--- src/rtl/frame_sequencer.sv ---
// frame_sequencer: feeds one raster frame into the detection pipeline,
// flushes it, then reads back one statistics record per labelled object.
//
// Ports:
//   clk, reset        clock, synchronous active-high reset
//   s_valid/s_ready   input pixel handshake, s_data = RGB pixel
//   pix_en/x/y/data   registered pipeline drive (1-cycle latency)
//   num_labels        label count from the pipeline, latched after flush
//   obj_area/x/y      statistics for the object selected by obj_id
//   stat_valid/ready  statistics record handshake
//   stat_id/area/x/y  record fields, stable while stat_valid is high
//   frame_done        one-cycle pulse when a frame is fully processed
//   busy              high whenever not accepting pixels

`ifndef PIXEL_SIZE
`define PIXEL_SIZE 24
`endif
`ifndef LOC_SIZE
`define LOC_SIZE 16
`endif
`ifndef LBL_WIDTH
`define LBL_WIDTH 8
`endif
`ifndef FRAME_WIDTH
`define FRAME_WIDTH 640
`endif
`ifndef FRAME_HEIGHT
`define FRAME_HEIGHT 480
`endif

module frame_sequencer #(
   parameter int FRAME_WIDTH  = `FRAME_WIDTH,
   parameter int FRAME_HEIGHT = `FRAME_HEIGHT,
   parameter int FLUSH_CYCLES = 2*`FRAME_WIDTH+8,
   parameter int STAT_WAIT    = 2
) (
   input  logic                   clk,
   input  logic                   reset,
   input  logic                   s_valid,
   output logic                   s_ready,
   input  logic [`PIXEL_SIZE-1:0] s_data,
   output logic                   pix_en,
   output logic [`LOC_SIZE-1:0]   pix_x,
   output logic [`LOC_SIZE-1:0]   pix_y,
   output logic [`PIXEL_SIZE-1:0] pix_data,
   input  logic [`LBL_WIDTH-1:0]  num_labels,
   input  logic [`LOC_SIZE-1:0]   obj_area,
   input  logic [`LOC_SIZE-1:0]   obj_x,
   input  logic [`LOC_SIZE-1:0]   obj_y,
   output logic [`LBL_WIDTH-1:0]  obj_id,
   output logic                   stat_valid,
   input  logic                   stat_ready,
   output logic [`LBL_WIDTH-1:0]  stat_id,
   output logic [`LOC_SIZE-1:0]   stat_area,
   output logic [`LOC_SIZE-1:0]   stat_x,
   output logic [`LOC_SIZE-1:0]   stat_y,
   output logic                   frame_done,
   output logic                   busy
);

   localparam int LW = `LOC_SIZE;
   localparam int BW = `LBL_WIDTH;
   localparam int PW = `PIXEL_SIZE;

   localparam logic [LW-1:0] X_LAST  = LW'(FRAME_WIDTH - 1);
   localparam logic [LW-1:0] Y_LAST  = LW'(FRAME_HEIGHT - 1);
   localparam logic [LW-1:0] FL_N    = LW'(FLUSH_CYCLES);
   localparam logic [LW-1:0] WT_LAST = LW'(STAT_WAIT - 1);

   typedef enum logic [2:0] {
      STREAM,
      FLUSH,
      SET,
      OUT,
      DONE
   } state_t;

   state_t state, state_n;

   logic [LW-1:0] cx, cx_n;
   logic [LW-1:0] cy, cy_n;
   logic [LW-1:0] cnt, cnt_n;
   logic [BW-1:0] lbl, lbl_n;
   logic [BW-1:0] id, id_n;
   logic [BW-1:0] oid_n;
   logic [BW-1:0] sid_n;
   logic [LW-1:0] sa_n;
   logic [LW-1:0] sx_n;
   logic [LW-1:0] sy_n;
   logic          pen_n;
   logic [LW-1:0] px_n;
   logic [LW-1:0] py_n;
   logic [PW-1:0] pd_n;

   // Raster successor of the current coordinate pair.
   logic          x_wrap;
   logic [LW-1:0] nx;
   logic [LW-1:0] ny;

   assign x_wrap = (cx == X_LAST);
   assign nx     = x_wrap ? '0 : cx + LW'(1);
   assign ny     = x_wrap ? cy + LW'(1) : cy;

   assign s_ready    = (state == STREAM);
   assign busy       = (state != STREAM);
   assign stat_valid = (state == OUT);
   assign frame_done = (state == DONE);

   always_comb begin
      state_n = state;
      cx_n    = cx;
      cy_n    = cy;
      cnt_n   = cnt;
      lbl_n   = lbl;
      id_n    = id;
      oid_n   = obj_id;
      sid_n   = stat_id;
      sa_n    = stat_area;
      sx_n    = stat_x;
      sy_n    = stat_y;
      pen_n   = 1'b0;
      px_n    = pix_x;
      py_n    = pix_y;
      pd_n    = pix_data;

      unique case (state)
         STREAM: begin
            if (s_valid) begin
               pen_n = 1'b1;
               px_n  = cx;
               py_n  = cy;
               pd_n  = s_data;
               cx_n  = nx;
               cy_n  = ny;
               // Wrap of the last pixel leaves cx=0, cy=FRAME_HEIGHT,
               // so flush coordinates continue below the frame.
               if (x_wrap && cy == Y_LAST) begin
                  cnt_n   = '0;
                  state_n = FLUSH;
               end
            end
         end

         FLUSH: begin
            if (cnt != FL_N) begin
               pen_n = 1'b1;
               px_n  = cx;
               py_n  = cy;
               pd_n  = '0;
               cx_n  = nx;
               cy_n  = ny;
               cnt_n = cnt + LW'(1);
            end else begin
               lbl_n = num_labels;
               id_n  = BW'(1);
               cnt_n = '0;
               if (num_labels != '0) begin
                  oid_n   = BW'(1);
                  state_n = SET;
               end else begin
                  state_n = DONE;
               end
            end
         end

         SET: begin
            // Give the pipeline STAT_WAIT cycles to settle on obj_id.
            if (cnt == WT_LAST) begin
               sid_n   = id;
               sa_n    = obj_area;
               sx_n    = obj_x;
               sy_n    = obj_y;
               state_n = OUT;
            end else begin
               cnt_n = cnt + LW'(1);
            end
         end

         OUT: begin
            if (stat_ready) begin
               if (id == lbl) begin
                  oid_n   = '0;
                  state_n = DONE;
               end else begin
                  id_n    = id + BW'(1);
                  oid_n   = id + BW'(1);
                  cnt_n   = '0;
                  state_n = SET;
               end
            end
         end

         DONE: begin
            cx_n    = '0;
            cy_n    = '0;
            oid_n   = '0;
            state_n = STREAM;
         end

         default: begin
            state_n = STREAM;
         end
      endcase
   end

   always_ff @(posedge clk) begin
      if (reset) begin
         state     <= STREAM;
         cx        <= '0;
         cy        <= '0;
         cnt       <= '0;
         lbl       <= '0;
         id        <= '0;
         obj_id    <= '0;
         stat_id   <= '0;
         stat_area <= '0;
         stat_x    <= '0;
         stat_y    <= '0;
         pix_en    <= 1'b0;
         pix_x     <= '0;
         pix_y     <= '0;
         pix_data  <= '0;
      end else begin
         state     <= state_n;
         cx        <= cx_n;
         cy        <= cy_n;
         cnt       <= cnt_n;
         lbl       <= lbl_n;
         id        <= id_n;
         obj_id    <= oid_n;
         stat_id   <= sid_n;
         stat_area <= sa_n;
         stat_x    <= sx_n;
         stat_y    <= sy_n;
         pix_en    <= pen_n;
         pix_x     <= px_n;
         pix_y     <= py_n;
         pix_data  <= pd_n;
      end
   end

endmodule
--- config.mk ---
export PLATFORM = sky130hd
export DESIGN_NAME = frame_sequencer
export DESIGN_NICKNAME = d
export VERILOG_FILES = /design/src/rtl/frame_sequencer.sv
export SDC_FILE = /design/constraint.sdc
export NUM_CORES = 1
export LEC_CHECK = 0
export ABC_AREA = 1
export CAP_MARGIN = 20
export CORE_AREA = 2 2 183 113
export CTS_CLUSTER_DIAMETER = 150
export CTS_CLUSTER_SIZE = 12
export DETAILED_ROUTE_END_ITERATION = 12
export DIE_AREA = 0 0 185 115
export PLACE_DENSITY = 0.74
export SLEW_MARGIN = 15
export SYNTH_ARGS = -nofsm -noshare
export SYNTH_HDL_FRONTEND = slang
export SYNTH_SLANG_ARGS = --single-unit
--- constraint.sdc ---
create_clock -name clk -period 1.7 [get_ports clk]
set_input_delay 0.34 -clock clk [delete_from_list [all_inputs] [get_ports clk]]
set_output_delay 0.34 -clock clk [all_outputs]
set_load 0.05 [all_outputs]
==> metrics, run 1 <==
die span in y about 120 µm; number of global-route vias before repair roughly 8.0k; Peak VDD IR 765 µV; main flop type after synthesis dfxtp_1; DRC Markers 0; switching share of power a little under a third; number of H-tree levels 4; CTS tree yes; Critical Path Fanout Max 14; Hold Fails Final Rpt 0; Synth top area share about 43%; Clock Latency Late Sink 0.44 ns; Comb pwr share 22.4%; initial core utilization between 40% and 50%; Layout Nets 1,631; # clock sinks around 190; critical path class flip-flop to flip-flop; antenna violations before repair 0; initial drt markers approximately 660; Crit path required time about 2.1 ns; synth top area cells dfxtp_1 43%, nand2_1 12%, nor2_1 8.1%; Hold WS around 0.21 ns; Yosys top cell by area dfxtp_1; Synth async-reset ratio 0%; post-synthesis sequential area ratio between 40 and 50%; crit path time final around 1.9 ns; Root Buffer clkbuf_16; CTS clk-pin slew, worst paths about 0.070 ns; status complete, but fails checks; die area between 20,000 and 25,000 µm²; failing checks setup timing; ant diodes 0; Worst Path Arrival approximately 2.2 ns; R2R setup slack -0.16 ns; pre-CTS setup slack -0.171 ns; crit path from state[0]; Pre-antenna DRT Iters 7; synthesized net count between 1k and 1.5k; setup tns final -9.88 ns; port bufs roughly 210; worst slew pin tran around 0.43 ns; maximum root-to-sink buffer count 2; DP HPWL approximately 17,000 µm; core area between 15,000 and 20,000 µm²; endpoint class of the critical path flip-flop; largest net degree at the start of global routing around 110; Net Sw Power 3590 µW; yosys warns 0; Setup Viol. Count Final about 150; total grt overflow 0; max_slew headroom a little under three quarters; dpl cell area 11,400 µm²; final antenna-violating net count 0; Int Pwr around 8300 µW; first-pass GRT wire length around 40,000 µm; final setup margin -0.165 ns; Num CTS Buffers 17; Reg power frac slightly below 40%; hold path start reset; Slew Limit Fails 0; Pleak approximately 0.0055 µW; crit start category flip-flop; EDFF count, synth 0; Final Instance Area between 10,000 and 15,000 µm²; cell area after synthesis a little under 9000 µm²; RSZ-0062 raised after global routing true; f_max between 500 and 600 MHz; FF-to-FF Start state[0]; # rows 40; # Max-Cap Violations 0; post-synthesis cell count 1,223; final worst-path cycle share 110%; total number of vias ~9.5k; skew final around 0.01 ns; area grow syn2layout 56.6%; Total GRT Usage around a quarter; Hold Buf Count CTS 0; Die Wd 185 µm; Synth Area per Inst 7.12 µm²; average wire per standard cell 16.6 µm; WL final around 30,000 µm; DR vias/cell between 5 and 6; fraction of layout cells with a size suffix above 1 ~33%; most common cell in the netlist nand2_1; Synth Register Bits 188; I/O pins ~210; number of distinct library cells after synthesis 33; Post-synth top cells 269 x nand2_1, 188 x dfxtp_1, 187 x nor2_1; GP Congestion between 0.9 and 1; Power per Cell Area approximately 870 nW/µm²; Clk pwr share 38.0%; Worst Hold Class input port to flip-flop
state kept, by name, indices dropped and copies added, names as in the netlist, 16 cells and up:
register,cells
cy,16
pix_x,16
cnt,16
stat_area,16
stat_y,16
cx,16
stat_x,16
pix_y,16
pix_data,24
layer usage:
layer | vias to the layer above | track usage [%] | wire length [µm]
met1 | 4487 | 34.2 | 14500
met5 | - | 0 | 0
met2 | 364 | 35.4 | 13200
met3 | 41 | 5.23 | 2070
li1 | 4583 | - | -
met4 | 0 | 5.77 | 532
metrics by stage:
stage          util [%]  total power (µW)  instances
5_1_grt            69.5             12300       1827
6_report           69.5             11900       1827
2_1_floorplan         -              6000       1223
3_3_place_gp       57.9              6760       1746
3_5_place_dp       57.9              6780       1746
4_1_cts            62.3             11300       1791
cell usage in the layout (no fill, tap or decap), drive strengths merged:
cell type / count
xnor2: 8
nor4: 1
nor2b: 1
nand3: 67
bufinv: 5
inv: 150
nand4: 13
nor2: 202
a211oi: 57
o211ai: 2
clkinvlp: 3
o21ai: 57
nor3: 13
clkbuf: 28
and2: 2
dfxtp: 188
nand2: 277
ha: 6
xor2: 10
clkdlybuf4s50: 82
buf: 258
or2: 2
o21bai: 2
a21oi: 115
clkinv: 5
power groups by stage:
stage | sequential (µW) | combinational, µW | clock [µW]
after global placement | 4780 | 1980 | 0
after floorplan | 5320 | 681 | 0
after global routing | 4730 | 2790 | 4750
after CTS | 4690 | 2080 | 4530
final | 4720 | 2670 | 4530
after detailed placement | 4780 | 2000 | 0
layout make-up:
type | instances | area, µm²
sequential | 188 | 3790
multi-input combinational | 835 | 4920
tap | 273 | 342
timing repair buffer | 349 | 3340
fill | 1516 | 5980
clock inverter | 13 | 213
inverter | 150 | 592
clock buffer | 19 | 443
cell families (layout without fill, tap and decap cells):
family                   after synthesis  in the layout  share of synthesized area (%)
AO/OA/AOI/OAI                        233            233                           15.4
XOR/XNOR                              18             18                           1.81
adder cells (fa/ha/maj)                6              6                          0.862
buffers and inverters                204            531                           10.3
flip-flops                           188            188                           43.2
AND/OR/NAND/NOR                      574            578                           28.4
final timing paths:
path	to	cells after the start
min reg2reg	stat_area[12]	2
min	cy[13]	2
max reg2reg	pix_y[4]	11
max	pix_y[4]	11
critical path, cell delays in order (launching register included):
cell       delay, ns
dfxtp_2         0.37
inv_2           0.06
buf_6           0.12
nor2_4          0.09
inv_2           0.06
nor2_4          0.21
nand2_4         0.13
o21ai_4         0.09
buf_12          0.18
clkbuf_16       0.20
o21ai_1         0.09
a21oi_1         0.18
what timing repair did:
action | in CTS | in global routing
setup buffers | 14 | 21
gates resized for setup | 37 | 280
setup endpoints to repair | 93 | 191
pin swaps | 11 | 50
cloned | 1 | 19
(Power assumes the default switching activity.)
==> inputs of run 2 (changes only) <==
Settings changed: CORE_AREA 2 2 183 113 to 2 2 136 151, DIE_AREA 0 0 185 115 to 0 0 138 153, MAX_ROUTING_LAYER from default to met4.
==> metrics, run 2 (synthesized netlist as in run 1, its figures left out) <==
Die Wd roughly 140 µm; first-pass GRT wire length 40,100 µm; I/O pins roughly 210; average wire per standard cell about 15 µm; initial drt markers ~520; max_slew headroom a little under three quarters; critical path class flip-flop to output port; # clock sinks 188; CTS tree yes; Most flops, register pix_data; Pre-antenna DRT Iters 5; DRC Markers 0; Critical Path Fanout Max 3; CTS clk-pin slew, worst paths 0.08 ns; Crit path required time 1.36 ns; commonest cells after routing, fill and taps aside 246 x nand2_1, 217 x buf_4, 177 x dfxtp_1, 173 x nor2_1, 134 x inv_1; port bufs roughly 210; number of H-tree levels 4; commonest non-fill, non-tap cell in the layout nand2_1; Root Buffer clkbuf_16; fraction of layout cells with a size suffix above 1 between 20% and 30%; max reg flops 24; area grow syn2layout 45.1%; WL final between 20,000 and 30,000 µm; DP HPWL between 15,000 and 20,000 µm; maximum root-to-sink buffer count 2; Power per Cell Area around 860 nW/µm²; worst slew pin tran around 0.42 ns; GP Congestion around 0.93; # Max-Cap Violations 0; initial core utilization ~44%; crit start category flip-flop; final antenna-violating net count 0; die area 21,100 µm²; Worst Path Arrival 1.34 ns; status completed; core area a little under 20,000 µm²; Layout Nets between 1.5k and 2k; Final Instance Area 12,600 µm²; endpoint class of the critical path output port; Slew Limit Fails 0; ant diodes 0; # rows 54; crit path time final ~1.7 ns; RSZ-0062 raised after global routing true; total number of vias roughly 9.1k; final worst-path cycle share between 90% and 100%; dpl cell area about 11,000 µm²; Num CTS Buffers 17; total grt overflow 0; Clock Latency Late Sink about 0.44 ns; skew final approximately 0.013 ns; number of global-route vias before repair between 8k and 9k; Hold Buf Count CTS 0; Core Util, Final about 64%; f_max 594 MHz; DR vias/cell 5.08; Peak VDD IR just over 800 µV; Total GRT Usage about a quarter; largest net degree at the start of global routing between 100 and 150; Hold Fails Final Rpt 0; Worst Hold Class input port to flip-flop; Setup Viol. Count Final 0; antenna violations before repair 0; Pleak 0.00523 µW; die span in y between 150 and 200 µm
[run 2: cell types whose count changed in the layout (fill, tap and decap cells not counted), sizes merged]
| cell | before | now |
|---|---|---|
| clkinvlp | 3 | 2 |
| clkinv | 5 | 3 |
| inv | 150 | 156 |
| buf | 258 | 239 |
| nand3 | 67 | 66 |
| clkbuf | 28 | 27 |
| bufinv | 5 | 0 |
[run 2: timing repair]
action                     4_1_cts  5_1_grt
gates cloned                     1       10
pin swaps                        7       33
setup buffers                    8        6
gates resized for setup         19      134
setup endpoints to repair      108      171
[run 2: path summary, 6_finish.rpt]
path / start / to / slack [ns] / depth (start not counted)
max: state[0] / busy / 0.02 / 6
min: reset / cy[8] / 0.19 / 2
max reg2reg: cnt[1] / cnt[10] / 0.02 / 11
min reg2reg: stat_x[1] / stat_x[1] / 0.46 / 2
[run 2: report_power, final]
part	switching (µW)	internal [µW]	total, µW
clock	1850	2040	3890
sequential	115	4580	4700
combinational	1410	873	2280
total	3370	7500	10900
[run 2: metal layers]
| metal | GRT usage [%] | part of all wire [%] | up-vias |
|---|---|---|---|
| met5 | - | 0 | - |
| met4 | 8.16 | 2.3 | 0 |
| met3 | 3.82 | 4.9 | 44 |
| met2 | 40.1 | 50 | 259 |
| met1 | 27.9 | 43 | 4233 |
| li1 | - | - | 4517 |
[run 2: final cells by class]
cell class	count	area, µm²
Sequential cell	188	3780
Clock buffer	21	470
Timing Repair Buffer	327	2970
Inverter	150	576
Multi-Input combinational cell	834	4430
Tap cell	252	315
Fill cell	1660	6960
Clock inverter	11	98.8
[run 2: worst max-delay path: stages (launching register included)]
cell and delay, ns:
dfxtp_2 0.34, inv_2 0.08, nand2_4 0.06, nor2_4 0.10, inv_2 0.07, buf_6 0.13
buf_12 0.14
[run 2: through the flow]
| step | total power, µW | instances | setup TNS, ns | hold slack [ns] | setup slack [ns] |
|---|---|---|---|---|---|
| floorplan | 6000 | 1223 | -14.97 | 0.437 | -0.303 |
| global placement | 6760 | 1726 | -4.03 | 0.444 | -0.122 |
| detailed placement | 6790 | 1726 | -7.09 | 0.444 | -0.214 |
| CTS | 10700 | 1767 | -0.0121 | 0.180 | -0.00639 |
| global route | 11300 | 1783 | -1.48 | 0.184 | -0.0607 |
| finish | 10900 | 1783 | 0 | 0.194 | 0.0177 |
